## config.mk

```make
export PLATFORM = sky130hd
export DESIGN_NAME = popcnt_pipe
export DESIGN_NICKNAME = d
export VERILOG_FILES = /design/src/rtl/popcnt_pipe.sv
export SDC_FILE = /design/constraint.sdc
export NUM_CORES = 1
export LEC_CHECK = 0
export BUFFER_PORTS_ARGS = -buffer_cell sky130_fd_sc_hd__buf_2
export CORE_AREA = 2 2 101 64
export DETAILED_ROUTE_END_ITERATION = 7
export DIE_AREA = 0 0 103 66
export PLACE_DENSITY = 0.62
export SETUP_SLACK_MARGIN = 0.05
export SYNTH_ARGS = -nofsm -noshare
export SYNTH_HDL_FRONTEND = slang
export SYNTH_SLANG_ARGS = --single-unit
```

## constraint.sdc

```tcl
create_clock -name clk -period 2.6 [get_ports clk]
set_input_delay 0.26 -clock clk [delete_from_list [all_inputs] [get_ports clk]]
set_output_delay 0.26 -clock clk [all_outputs]
set_load 0.01 [all_outputs]
```

## src/rtl/popcnt_pipe.sv

```systemverilog
// popcnt_pipe: pipelined masked population counter
// with a saturating running accumulator.
module popcnt_pipe #(
  parameter int DATA_WIDTH  = 8,
  parameter int PIPE_STAGES = 2,
  parameter int ACC_WIDTH   = 16,
  localparam int CNT_WIDTH  = $clog2(DATA_WIDTH) + 1
) (
  input  logic                  clk,
  input  logic                  rst,
  input  logic                  valid_i,
  output logic                  ready_o,
  input  logic [DATA_WIDTH-1:0] data_i,
  input  logic [DATA_WIDTH-1:0] mask_i,
  input  logic                  mode_i,
  input  logic                  acc_en_i,
  input  logic                  clr_acc_i,
  output logic                  valid_o,
  input  logic                  ready_i,
  output logic [CNT_WIDTH-1:0]  cnt_o,
  output logic [ACC_WIDTH-1:0]  acc_o,
  output logic                  acc_sat_o
);

  localparam int LVLS = $clog2(DATA_WIDTH);
  localparam int PW   = 1 << LVLS;
  localparam int AW1  = ACC_WIDTH + 1;

  // Spread registers evenly over the tree levels;
  // the last level always gets one so cnt_o is a flop.
  function automatic bit reg_at(int k);
    return ((k + 1) * PIPE_STAGES) / (LVLS + 1)
        != (k * PIPE_STAGES) / (LVLS + 1);
  endfunction

  logic                   adv;
  logic [DATA_WIDTH-1:0]  sel;
  logic [PW-1:0]          sel_pad;
  logic [PIPE_STAGES-1:0] vld_q, vld_d;
  logic [PIPE_STAGES-1:0] aen_q, aen_d;
  logic [ACC_WIDTH-1:0]   acc_q, acc_d;
  logic                   sat_q, sat_d;
  logic [ACC_WIDTH-1:0]   base;
  logic [ACC_WIDTH:0]     sum;

  assign adv     = ~valid_o | ready_i;
  assign ready_o = adv;
  assign sel     = (mode_i ? ~data_i : data_i) & mask_i;
  assign sel_pad = PW'(sel);

  for (genvar k = 0; k <= LVLS; k++) begin : g_lvl
    localparam int N = PW >> k;
    logic [CNT_WIDTH-1:0] node_d [N];
    logic [CNT_WIDTH-1:0] node_o [N];

    if (k == 0) begin : g_leaf
      for (genvar i = 0; i < N; i++) begin : g_node
        assign node_d[i] = CNT_WIDTH'(sel_pad[i]);
      end
    end else begin : g_add
      for (genvar i = 0; i < N; i++) begin : g_node
        assign node_d[i] = g_lvl[k-1].node_o[2*i]
                         + g_lvl[k-1].node_o[2*i+1];
      end
    end

    if (reg_at(k)) begin : g_reg
      logic [CNT_WIDTH-1:0] node_q [N];
      // Tree level register; holds while the pipe stalls.
      always_ff @(posedge clk) begin
        if (rst) begin
          node_q <= '{default: '0};
        end else if (adv) begin
          node_q <= node_d;
        end
      end
      assign node_o = node_q;
    end else begin : g_comb
      assign node_o = node_d;
    end
  end

  assign cnt_o     = g_lvl[LVLS].node_o[0];
  assign valid_o   = vld_q[PIPE_STAGES-1];
  assign acc_o     = acc_q;
  assign acc_sat_o = sat_q;

  // Valid and acc-enable sideband shift with the tree.
  always_comb begin
    vld_d = vld_q;
    aen_d = aen_q;
    if (adv) begin
      vld_d = (vld_q << 1) | PIPE_STAGES'(valid_i);
      aen_d = (aen_q << 1) | PIPE_STAGES'(acc_en_i);
    end
  end

  // Clear first, then add a counted beat with saturation.
  always_comb begin
    base  = clr_acc_i ? '0 : acc_q;
    sum   = {1'b0, base} + AW1'(cnt_o);
    acc_d = base;
    sat_d = clr_acc_i ? 1'b0 : sat_q;
    if (valid_o & ready_i & aen_q[PIPE_STAGES-1]) begin
      if (sum[ACC_WIDTH]) begin
        acc_d = '1;
        sat_d = 1'b1;
      end else begin
        acc_d = sum[ACC_WIDTH-1:0];
      end
    end
  end

  // Control and accumulator state.
  always_ff @(posedge clk) begin
    if (rst) begin
      vld_q <= '0;
      aen_q <= '0;
      acc_q <= '0;
      sat_q <= 1'b0;
    end else begin
      vld_q <= vld_d;
      aen_q <= aen_d;
      acc_q <= acc_d;
      sat_q <= sat_d;
    end
  end

endmodule

```

==> metrics.csv <==
metric,value,unit
Final ANT Viol Nets,0,
worst-skew pair later-pin latency,280,ps
vias in the first global route,1597,
Placer Congestion,0.802,
H-tree levels,2,
Clock Pin Slew Worst Setup and Hold Paths,60,ps
Synth area leader,dfxtp_1,
max-cap violation count,0,
Worst path most repeated cell,fa_1,
Worst Path Max Fanout,2,
CTS tree,done,
ANT cells,0,
endpoints failing setup,0,
pin count of the biggest net entering global routing,32,
"Seq/Total Area, Yosys",34.8,%
WS Path Type,reg2reg,
total chip power,1.05,mW
Synth Area per Inst,8.75,sq um
Worst-Margin Slew,580,ps
critical path's largest stage delay,530,ps
post-placement setup slack,246,ps
post-CTS resize count,0,
status,"finished, final reports clean",
period utilization,90.7,%
nets,302,
post-DR wirelength/cell,12.6,um
synthesized area,0.00190,sq mm
Final Hold Viols,0,
first-pass detailed-route iteration total,4,
Worst Hold Class,in2reg,
fin. max-slew vios,0,
post-CTS setup repair buffer count,0,
Hold WS,220,ps
"Net Count, Synth",255,
Critical path buffers and inverters,2,
min cycle time layout,2360,ps
most frequent cells in the layout,"45 x buf_2, 36 x nand2_1, 33 x dfxtp_1",
Post-DP HPWL,3.32,mm
"flops & latches, synth",33,
DRC,0,
yosys warns,0,
WP data required,2810,ps
initial antenna violation count,0,
mux share of post-synthesis cell area,1.05,%
Yosys cell types,41,
Final Skew,4.22,ps
RSZ-0062 raised after global routing,false,
"most common cell after layout, fill and taps aside",buf_2,
"slowest stage cell, crit path",fa_1,
Initial Utilization,32.2,%
# clock sinks,33,
WP data arrival,2570,ps
Setup WS post-layout,241,ps
Fillers,618,
Synth Area in XOR/XNOR,7.84,%
Core Rows,22,
Max Clock Freq,424,MHz
post-route cell area,0.00228,sq mm
IO Pins,46,
largest family of logic cells by synthesized area,simple AND/OR/NAND/NOR gates,
Worst setup SP type,register,
slew margin rel.,61.4,%
cells taking the most area after synthesis,"dfxtp_1 35%, a21oi_1 7.1%, nand2_1 7.1%",
ratio of cells with drive above 1 in the final layout,25.8,%
synthesized instance count,217,
post-synth top area share,34.8,%
P per Cell Area,460,mW/mm^2
CTS Buf Count,5,
Avg Vias per Cell,4.73,
Post-synth EDFFs,0,
drt initial violations,105,
worst path cell trace,inv_1 > fa_1 > inv_1 > fa_1 > ha_1 > fa_1 > nand2_1 > a21oi_1,
chip width,103,um
Clock Tree Root,clkbuf_8,
die area,0.00680,sq mm
Die Y,66,um
Max IR drop VDD,222,uV
area post-placement,0.00219,sq mm
cell leakage power,1.01,nW
via count,1646,
Synth-to-Final Area Change,20.1,%
"Top FF cell, synth",dfxtp_1,
first-pass GRT wire length,7.57,mm
CTS hold repair buffers,0,
PortBufs,45,
crit path capture type,register,
Total Wirelength,4.40,mm
CTS Buffer Depth,2,
core area,0.00589,sq mm
TNS Setup,0,ps
simple-gate share of the synthesized area,25.4,%
adder-cell area share of the yosys netlist,11.9,%
Overflow after GRT,0,
top cell family by delay on the critical path,adder cells,
complex-gate fraction of the synthesized area,13.6,%
Post-synth ARST share,0,%
Global Route Usage Sum,14.4,%
## where the power goes
group / internal (mW) / switching [mW] / leakage (nW) / total [mW]
registers: 0.524 / 0.0157 / 0.268 / 0.539
clock network: 0.210 / 0.179 / 0.0443 / 0.389
logic: 0.0546 / 0.0657 / 0.695 / 0.120
## path summary, 6_finish.rpt
| path | startpoint | endpoint | slack [ps] | depth (start not counted) |
|---|---|---|---|---|
| hold / removal | valid_i | vld_q[0] | 220 | 3 |
| hold reg to reg | aen_q[0] | aen_q[0] | 450 | 2 |
| setup / recovery | g_lvl[1].g_reg.node_q[1] | cnt_o[2] | 240 | 8 |
| setup reg to reg | g_lvl[1].g_reg.node_q[1] | cnt_o[2] | 240 | 8 |
## tightest hold or removal path, stage by stage
cell and delay (ps):
buf_2 100, nand2_1 40, a21oi_1 50
## cell type report
cell class | count | area [sq um] | area share [%]
Timing Repair Buffer | 49 | 255 | 11.2
Clock buffer | 7 | 86.3 | 3.79
Inverter | 10 | 37.5 | 1.65
Multi-Input combinational cell | 165 | 1130 | 49.8
Tap cell | 84 | 105 | 4.61
Sequential cell | 33 | 661 | 29.0
## routing by layer
| metal | track usage, % | up-vias | share of wire (%) |
|---|---|---|---|
| met2 | 19.9 | 52 | 39 |
| li1 | - | 837 | - |
| met1 | 21.4 | 752 | 53 |
| met5 | 0 | - | 0 |
| met3 | 4.02 | 5 | 6.7 |
| met4 | 4.44 | 0 | 0.77 |
## state kept, by name, indices dropped and copies added (netlist names)
signal / cells
cnt_o: 4
g_lvl.g_reg.node_q: 8
aen_q: 2
acc_o: 16
acc_sat_o: 1
vld_q: 2
## synth_stat cells, drive strengths merged, types with 2 or more instances
library cell	instances
inv	10
ha	10
and2	9
a311oi	2
a21oi	28
o21a	2
nand4	5
dfxtp	33
nor3	7
nand3	4
nor2	7
clkbuf	8
fa	5
xnor2	8
mux2i	2
a21o	2
a221oi	2
o21ai	5
nor4	4
nor2b	9
nand2	37
xor2	9
## metrics by stage
stage                     instances  util, %
after floorplan                 217        -
after CTS                       348     38.7
final                           348     38.7
after global routing            348     38.7
after detailed placement        341     37.2
after global placement          341     37.2
## kinds of logic after synthesis
kind of cell             after synthesis
AO/OA/AOI/OAI                         44
buffers and inverters                 19
XOR/XNOR                              17
flip-flops                            33
AND/OR/NAND/NOR                       87
adder cells (fa/ha/maj)               15
multiplexers                           2
(Power assumes the default switching activity.)
